### src/rtl/cache_mem_pkg.sv
// Shared types and default sizing for the cache-to-memory bridge and its write buffer.
package cache_mem_pkg;

    localparam int unsigned WBUF_DEPTH = 4;
    localparam int unsigned MEM_ADDR_W = 32;
    localparam int unsigned MEM_DATA_W = 32;

    typedef enum logic [1:0] {
        IDLE   = 2'd0,
        WR_REQ = 2'd1,
        RD_REQ = 2'd2
    } bridge_state_e;

    typedef struct packed {
        logic [MEM_ADDR_W-1:0] addr;
        logic [MEM_DATA_W-1:0] data;
    } wbuf_entry_t;

endpackage

### src/rtl/cache_wbuf_fifo.sv
// Posted write buffer: circular FIFO of {addr, data} with a youngest-match lookup port.
module cache_wbuf_fifo
    import cache_mem_pkg::*;
#(
    parameter int unsigned DEPTH  = WBUF_DEPTH,
    parameter int unsigned ADDR_W = MEM_ADDR_W,
    parameter int unsigned DATA_W = MEM_DATA_W
) (
    input  logic              clk,
    input  logic              reset,
    input  logic              push,
    input  logic [ADDR_W-1:0] push_addr,
    input  logic [DATA_W-1:0] push_data,
    input  logic              pop,
    output logic [ADDR_W-1:0] head_addr_c,
    output logic [DATA_W-1:0] head_data_c,
    output logic              full,
    output logic              empty,
    input  logic [ADDR_W-1:0] lookup_addr,
    output logic              hit_c,
    output logic [DATA_W-1:0] hit_data_c
);

    localparam int unsigned PTR_W = $clog2(DEPTH);
    localparam int unsigned CNT_W = PTR_W + 1;

    logic [ADDR_W-1:0] addr_mem [DEPTH];
    logic [DATA_W-1:0] data_mem [DEPTH];
    logic [PTR_W-1:0]  wr_ptr;
    logic [PTR_W-1:0]  rd_ptr;
    logic [CNT_W-1:0]  count;
    logic [CNT_W-1:0]  count_nxt;
    logic              do_push;
    logic              do_pop;

    assign do_push = push & ~full;
    assign do_pop  = pop & ~empty;

    always_comb begin
        count_nxt = count;
        if (do_push && !do_pop) begin
            count_nxt = count + CNT_W'(1);
        end else if (!do_push && do_pop) begin
            count_nxt = count - CNT_W'(1);
        end
    end

    // Pointers wrap naturally; full/empty are registered from the next count.
    always_ff @(posedge clk or posedge reset) begin
        if (reset) begin
            wr_ptr <= '0;
            rd_ptr <= '0;
            count  <= '0;
            full   <= 1'b0;
            empty  <= 1'b1;
        end else begin
            if (do_push) begin
                wr_ptr <= wr_ptr + PTR_W'(1);
            end
            if (do_pop) begin
                rd_ptr <= rd_ptr + PTR_W'(1);
            end
            count <= count_nxt;
            full  <= (count_nxt == CNT_W'(DEPTH));
            empty <= (count_nxt == '0);
        end
    end

    always_ff @(posedge clk) begin
        if (do_push) begin
            addr_mem[wr_ptr] <= push_addr;
            data_mem[wr_ptr] <= push_data;
        end
    end

    assign head_addr_c = addr_mem[rd_ptr];
    assign head_data_c = data_mem[rd_ptr];

    // Scan oldest to youngest so the youngest matching entry wins.
    always_comb begin
        hit_c      = 1'b0;
        hit_data_c = '0;
        for (int unsigned i = 0; i < DEPTH; i++) begin
            if ((CNT_W'(i) < count) && (addr_mem[rd_ptr + PTR_W'(i)] == lookup_addr)) begin
                hit_c      = 1'b1;
                hit_data_c = data_mem[rd_ptr + PTR_W'(i)];
            end
        end
    end

endmodule

### src/rtl/cache_mem_bridge.sv
// Cache-side memory bridge: posted write buffer, read forwarding from the buffer,
// and a req/ack sequencer toward the slower external memory port.
module cache_mem_bridge
    import cache_mem_pkg::*;
#(
    parameter int unsigned DEPTH  = WBUF_DEPTH,
    parameter int unsigned ADDR_W = MEM_ADDR_W,
    parameter int unsigned DATA_W = MEM_DATA_W
) (
    input  logic              clk,
    input  logic              reset,
    input  logic              mem_read,
    input  logic              mem_write,
    input  logic [ADDR_W-1:0] mem_address,
    input  logic [DATA_W-1:0] mem_write_data,
    output logic [DATA_W-1:0] mem_read_data,
    output logic              mem_rvalid,
    output logic              wbuf_full,
    output logic              wbuf_empty,
    output logic              err_overflow,
    output logic              ext_req,
    output logic              ext_we,
    output logic [ADDR_W-1:0] ext_addr,
    output logic [DATA_W-1:0] ext_wdata,
    input  logic              ext_ack,
    input  logic [DATA_W-1:0] ext_rdata
);

    localparam logic [1:0] S_IDLE = 2'(IDLE);
    localparam logic [1:0] S_WR   = 2'(WR_REQ);
    localparam logic [1:0] S_RD   = 2'(RD_REQ);

    logic [1:0]        state;
    logic [1:0]        state_nxt;
    logic              mem_read_q;
    logic              rd_pending;
    logic [ADDR_W-1:0] rd_addr;

    logic              push_c;
    logic              pop_c;
    logic              rd_start_c;
    logic              rd_miss_c;
    logic              fwd_hit_c;
    logic              buf_hit_c;
    logic [DATA_W-1:0] fwd_data_c;
    logic [DATA_W-1:0] buf_data_c;
    logic [ADDR_W-1:0] head_addr_c;
    logic [DATA_W-1:0] head_data_c;
    logic [ADDR_W-1:0] rd_target_c;

    cache_wbuf_fifo #(
        .DEPTH  (DEPTH),
        .ADDR_W (ADDR_W),
        .DATA_W (DATA_W)
    ) u_wbuf (
        .clk         (clk),
        .reset       (reset),
        .push        (mem_write),
        .push_addr   (mem_address),
        .push_data   (mem_write_data),
        .pop         (pop_c),
        .head_addr_c (head_addr_c),
        .head_data_c (head_data_c),
        .full        (wbuf_full),
        .empty       (wbuf_empty),
        .lookup_addr (mem_address),
        .hit_c       (buf_hit_c),
        .hit_data_c  (buf_data_c)
    );

    // A same-cycle push shares mem_address with the lookup, so it always hits and is youngest.
    assign push_c      = mem_write & ~wbuf_full;
    assign pop_c       = (state == S_WR) & ext_ack;
    assign rd_start_c  = mem_read & ~mem_read_q & ~rd_pending;
    assign fwd_hit_c   = push_c | buf_hit_c;
    assign fwd_data_c  = push_c ? mem_write_data : buf_data_c;
    assign rd_miss_c   = rd_start_c & ~fwd_hit_c;
    assign rd_target_c = rd_pending ? rd_addr : mem_address;

    always_ff @(posedge clk or posedge reset) begin
        if (reset) begin
            state <= S_IDLE;
        end else begin
            state <= state_nxt;
        end
    end

    // Reads (pending or missing this cycle) take priority over draining the buffer.
    always_comb begin
        state_nxt = state;
        case (state)
            S_IDLE: begin
                if (rd_pending || rd_miss_c) begin
                    state_nxt = S_RD;
                end else if (!wbuf_empty) begin
                    state_nxt = S_WR;
                end
            end
            S_WR: begin
                if (ext_ack) begin
                    state_nxt = S_IDLE;
                end
            end
            S_RD: begin
                if (ext_ack) begin
                    state_nxt = S_IDLE;
                end
            end
            default: state_nxt = S_IDLE;
        endcase
    end

    always_ff @(posedge clk or posedge reset) begin
        if (reset) begin
            mem_read_q    <= 1'b0;
            rd_pending    <= 1'b0;
            rd_addr       <= '0;
            mem_read_data <= '0;
            mem_rvalid    <= 1'b0;
            err_overflow  <= 1'b0;
        end else begin
            mem_read_q <= mem_read;
            mem_rvalid <= 1'b0;
            if (mem_write && wbuf_full) begin
                err_overflow <= 1'b1;
            end
            if (rd_start_c) begin
                rd_addr <= mem_address;
                if (fwd_hit_c) begin
                    mem_read_data <= fwd_data_c;
                    mem_rvalid    <= 1'b1;
                end else begin
                    rd_pending <= 1'b1;
                end
            end
            if ((state == S_RD) && ext_ack) begin
                mem_read_data <= ext_rdata;
                mem_rvalid    <= 1'b1;
                rd_pending    <= 1'b0;
            end
        end
    end

    // External bus fields load on leaving IDLE and hold until the ack.
    always_ff @(posedge clk or posedge reset) begin
        if (reset) begin
            ext_req   <= 1'b0;
            ext_we    <= 1'b0;
            ext_addr  <= '0;
            ext_wdata <= '0;
        end else begin
            ext_req <= (state_nxt != S_IDLE);
            if (state == S_IDLE) begin
                if (state_nxt == S_RD) begin
                    ext_we    <= 1'b0;
                    ext_addr  <= rd_target_c;
                    ext_wdata <= '0;
                end else if (state_nxt == S_WR) begin
                    ext_we    <= 1'b1;
                    ext_addr  <= head_addr_c;
                    ext_wdata <= head_data_c;
                end
            end
        end
    end

endmodule

### config.mk
export PLATFORM = sky130hd
export DESIGN_NAME = cache_mem_bridge
export DESIGN_NICKNAME = d
export VERILOG_FILES = /design/src/rtl/cache_mem_pkg.sv /design/src/rtl/cache_wbuf_fifo.sv /design/src/rtl/cache_mem_bridge.sv
export SDC_FILE = /design/constraint.sdc
export NUM_CORES = 1
export LEC_CHECK = 0
export ABC_AREA = 1
export CORE_UTILIZATION = 59
export DETAILED_ROUTE_END_ITERATION = 8
export PLACE_DENSITY = 0.83
export SYNTH_ARGS = -nofsm -noshare
export SYNTH_HDL_FRONTEND = slang
export SYNTH_SLANG_ARGS = --single-unit
export TNS_END_PERCENT = 20
### constraint.sdc
create_clock -name clk -period 8.57 [get_ports clk]
set_input_delay 1.714 -clock clk [delete_from_list [all_inputs] [get_ports clk]]
set_output_delay 1.714 -clock clk [all_outputs]
set_load 0.005 [all_outputs]
==> results.txt <==
----------------------------------------------------
[Outcome]
  Outcome ... completed

[Clocking]
  Cell at the root of the clock tree ... sky130_fd_sc_hd__clkbuf_16
  Gates resized, CTS repair ... 0
  # Post-CTS Setup Buffers ... 0
  # hold bufs at CTS ... 0
  Insertion delay to the later sink of the worst-skew pair ... roughly 0.60 ns
  CTS tree ... yes
  Reg clk slew, reported paths ... roughly 0.060 ns
  Number of H-tree levels ... 2
  Number of CTS-inserted buffers ... 44
  Clock buffer depth ... 3
  Clock sink count ... 401

[Global routing]
  Overall global routing resource usage ... 42.14%
  Maximum number of pins on one net before global-route repair ... 130
  Gr ovfl total ... 0
  Global-route wire length before repair ... between 100000 and 150000 µm
  Number of global-route vias before repair ... roughly 24000
  Number of antenna violations at the first check in global routing ... 1

[Timing]
  Fmax ... 0.1518 GHz
  Number of failing setup endpoints in the final timing report ... 0
  Setup TNS Final ... 0 ns
  Final setup margin ... 1.984 ns
  Fin Clk Skew ... approximately 0.025 ns
  Part of the cycle the worst path needs ... 76.85%
  Worst rel slew slack ... 3.817%
  Total count of max-transition violations in the final report ... 0
  RSZ-0062 raised after global routing ... no
  Minimum clock period ... 6.586 ns
  Final hold vios ... 0
  Transition at the pin with the smallest max-transition slack ... 1.439 ns
  Final worst hold slack ... 0.4694 ns

[Drt]
  Vias per Instance ... 6.237
  DRC marker count from the first detailed-route iteration ... 3690
  Number of vias after detailed routing ... 25720
  Antenna Nets Post-Route ... 0
  DR WL/cell ... 22.21 µm
  Residual DRC ... 0
  DRT Pass-1 Iters ... 7
  Routed Wire Length ... approximately 92000 µm

[Power and ir drop]
  VDD IR-drop max ... 0.0002980 V
  Power density over the cells ... 391.3 nW/µm²
  Sum of internal, switching and leakage power ... 11.19 mW
  Leakage dissipation ... 13.46 nW

[Layout]
  Filler Cells Inserted ... 3303
  Final instance count without filler cells ... 4124
  Synth-to-layout area growth ... 14.50%
  Share of cells above drive strength 1 ... 3.906%
  Reg area ... 11320 µm²
  Area occupied by multi-input gates ... 11900 µm²
  Net count reported at finish ... ~3700

[Critical path]
  Slowest cell on the critical path ... sky130_fd_sc_hd__dfrtp_4
  CP Class ... reg -> reg
  Ordered list of cells on the worst path ... clkinv_2 -> nand2_1 -> nand2_2 -> buf_4 -> nand2_1 -> nand2_1 -> nand2_1 -> nand3_1 -> nor2_1 -> nand2_1 -> nor2_1 -> nand3_1 -> nand2_1 -> inv_1 -> nand3_1 -> nand4_1 -> nand2_1 -> nand2_1 -> ha_1 -> nand2_2 -> or2_2 -> buf_4 -> o221ai_1
  Slowest Stage Delay on Critical Path ... around 0.99 ns
  Critical path's top delay family ... simple AND/OR/NAND/NOR gates
  Buffer and inverter count on the worst path ... 4
  Crit end category ... flop
  Most numerous cell on the critical path ... sky130_fd_sc_hd__nand2_1
  Critical path startpoint category ... flop
  Data arrival time of the worst path ... 7.01 ns
  Largest fanout on the critical path ... a little over 70
  Critical path required time ... 9.00 ns

[Synth]
  Share of async-settable or async-resettable flops after synthesis ... 36.16%
  Portion of synthesized cell area occupied by the leading cell type ... 30.78%
  Distinct cell type count of the synthesized netlist ... 39
  Total nets after synthesis ... 3582
  Number of flip-flops and latches in the synthesized netlist ... 401
  Area leader, netlist ... sky130_fd_sc_hd__edfxtp_1
  Post-Syn Area ... around 25000 µm²
  Total number of yosys warnings ... 0
  Post-synth EDFFs ... 256
  Avg Cell Area, Syn ... approximately 7 µm²
  Predominant post-synthesis flop cell ... sky130_fd_sc_hd__edfxtp_1
  Post-Synthesis Cells ... 3468
  Proportion of synthesized chip area in sequential cells ... 45.31%
  Top post-synthesis cells by area ... sky130_fd_sc_hd__edfxtp_1 (31%), sky130_fd_sc_hd__nand2_1 (22%), sky130_fd_sc_hd__dfrtp_1 (14%)

[Floorplanning]
  X dimension of the die ... 207.8 µm
  Die Ht ... 207.8 µm
  Core outline area ... between 40000 and 50000 µm²
  Top-Level Pins ... ~200
  Number of standard-cell rows in the floorplan ... 75
  Die area ... ~43000 µm²
  Starting Density ... between 50% and 60%

[Job]
  Max-cap violations ... 0

[Placed design]
  Routability-driven placement congestion ratio ... about 1.1
  HPWL after detailed placement ... 61620 µm
  Placed cells ... 4042
  Worst slack at placement ... ~2.3 ns
  Number of buffers added on ports ... 202

[Hold path]
  Hold Crit Class ... reg -> reg

----------------------------------------------------
==> stage by stage <==
step / area, µm² / utilization [%]
after floorplan: 24980 / -
after global placement: 27120 / 64.80
after detailed placement: 27120 / 64.80
after CTS: 28590 / 68.32
after global routing: 28600 / 68.33
final: 28600 / 68.33
==> area by class of cell <==
class | count | area share (%)
Sequential cell | 401 | 39.60
Clock inverter | 21 | 0.7788
Antenna cell | 1 | 0.008750
Multi-Input combinational cell | 2612 | 41.60
Clock buffer | 60 | 4.380
Timing Repair Buffer | 232 | 7.858
Inverter | 258 | 3.413
Tap cell | 539 | 2.358
==> synth_stat cells (2+ instances only) <==
| cell type | count |
|---|---|
| sky130_fd_sc_hd__a21oi_1 | 43 |
| sky130_fd_sc_hd__buf_1 | 13 |
| sky130_fd_sc_hd__buf_2 | 83 |
| sky130_fd_sc_hd__buf_4 | 6 |
| sky130_fd_sc_hd__clkbuf_1 | 95 |
| sky130_fd_sc_hd__dfrtp_1 | 144 |
| sky130_fd_sc_hd__edfxtp_1 | 256 |
| sky130_fd_sc_hd__ha_1 | 13 |
| sky130_fd_sc_hd__inv_1 | 253 |
| sky130_fd_sc_hd__inv_2 | 4 |
| sky130_fd_sc_hd__mux2i_1 | 64 |
| sky130_fd_sc_hd__nand2_1 | 1441 |
| sky130_fd_sc_hd__nand3_1 | 400 |
| sky130_fd_sc_hd__nand3b_1 | 2 |
| sky130_fd_sc_hd__nand4_1 | 62 |
| sky130_fd_sc_hd__nor2_1 | 144 |
| sky130_fd_sc_hd__nor2_2 | 4 |
| sky130_fd_sc_hd__nor3_1 | 6 |
| sky130_fd_sc_hd__nor3b_1 | 2 |
| sky130_fd_sc_hd__o21ai_0 | 352 |
| sky130_fd_sc_hd__o21ai_1 | 18 |
| sky130_fd_sc_hd__o221ai_1 | 32 |
| sky130_fd_sc_hd__or2_2 | 6 |
| sky130_fd_sc_hd__xor2_1 | 10 |
==> state kept, by name, indices dropped and copies added (netlist names), 2 cells and up <==
name             cells
ext_wdata           32
u_wbuf.count         3
u_wbuf.rd_ptr        2
u_wbuf.addr_mem    128
u_wbuf.data_mem    128
rd_addr             32
u_wbuf.wr_ptr        2
mem_read_data       32
ext_addr            32
state                2
==> layout by cell type (no fill, tap or decap), types with 3 or more instances in the layout <==
cell / Yosys / layout
sky130_fd_sc_hd__nand4_1: 62 / 62
sky130_fd_sc_hd__nor2_4: 1 / 8
sky130_fd_sc_hd__bufinv_16: 0 / 3
sky130_fd_sc_hd__buf_4: 6 / 30
sky130_fd_sc_hd__or2_2: 6 / 6
sky130_fd_sc_hd__nand2_2: 1 / 6
sky130_fd_sc_hd__xor2_1: 10 / 10
sky130_fd_sc_hd__a21oi_1: 43 / 43
sky130_fd_sc_hd__edfxtp_1: 256 / 256
sky130_fd_sc_hd__clkinv_2: 0 / 14
sky130_fd_sc_hd__nor2_2: 4 / 4
sky130_fd_sc_hd__nor3_1: 6 / 6
sky130_fd_sc_hd__nand2_1: 1441 / 1435
sky130_fd_sc_hd__clkbuf_16: 0 / 45
sky130_fd_sc_hd__o21ai_1: 18 / 18
sky130_fd_sc_hd__o221ai_1: 32 / 32
sky130_fd_sc_hd__clkdlybuf4s50_1: 0 / 202
sky130_fd_sc_hd__o21ai_0: 352 / 352
sky130_fd_sc_hd__nor2_1: 144 / 137
sky130_fd_sc_hd__clkbuf_1: 95 / 8
sky130_fd_sc_hd__inv_2: 4 / 3
sky130_fd_sc_hd__mux2i_1: 64 / 64
sky130_fd_sc_hd__nand3_1: 400 / 400
sky130_fd_sc_hd__ha_1: 13 / 13
sky130_fd_sc_hd__inv_1: 253 / 251
sky130_fd_sc_hd__dfrtp_1: 144 / 142
sky130_fd_sc_hd__clkbuf_8: 0 / 7
==> logic make-up (layout without fill, tap and decap cells) <==
group,after synthesis,after routing,synth area share [%]
other cells,0,1,0
fa+ha+maj,13,13,0.6513
mux,64,64,2.565
simple gates,2076,2076,34.26
buf+inv,455,571,7.344
flops,401,401,45.31
compound gates,449,449,9.523
xor+xnor,10,10,0.3507
==> path summary, 6_finish.rpt <==
path / start / to / slack [ns] / cells after the start
setup reg to reg: u_wbuf.rd_ptr[1] / ext_addr[24] / 1.98 / 23
hold reg to reg: err_overflow / err_overflow / 0.47 / 1
max in group asynchronous: reset / ext_addr[5] / 5.42 / 3
hold / removal: err_overflow / err_overflow / 0.47 / 1
min in group asynchronous: reset / ext_wdata[30] / 1.71 / 2
setup / recovery: u_wbuf.rd_ptr[1] / ext_addr[24] / 1.98 / 23
==> power breakdown <==
part / switching, mW / internal, mW / leakage, nW / total (mW)
combinational: 4.27 / 1.89 / 8.57 / 6.15
clock: 0.831 / 1.13 / 0.732 / 1.96
sequential: 0.418 / 2.66 / 4.15 / 3.08
total: 5.52 / 5.67 / 13.5 / 11.2
==> routing by layer <==
| metal | global-route usage [%] | part of all wire [%] |
|---|---|---|
| met5 | 0 | 0 |
| met4 | 18.03 | 4.4 |
| met2 | 66.85 | 45 |
| met1 | 57.29 | 38 |
| met3 | 7.171 | 12 |
Power figures use the tool's default switching activity.
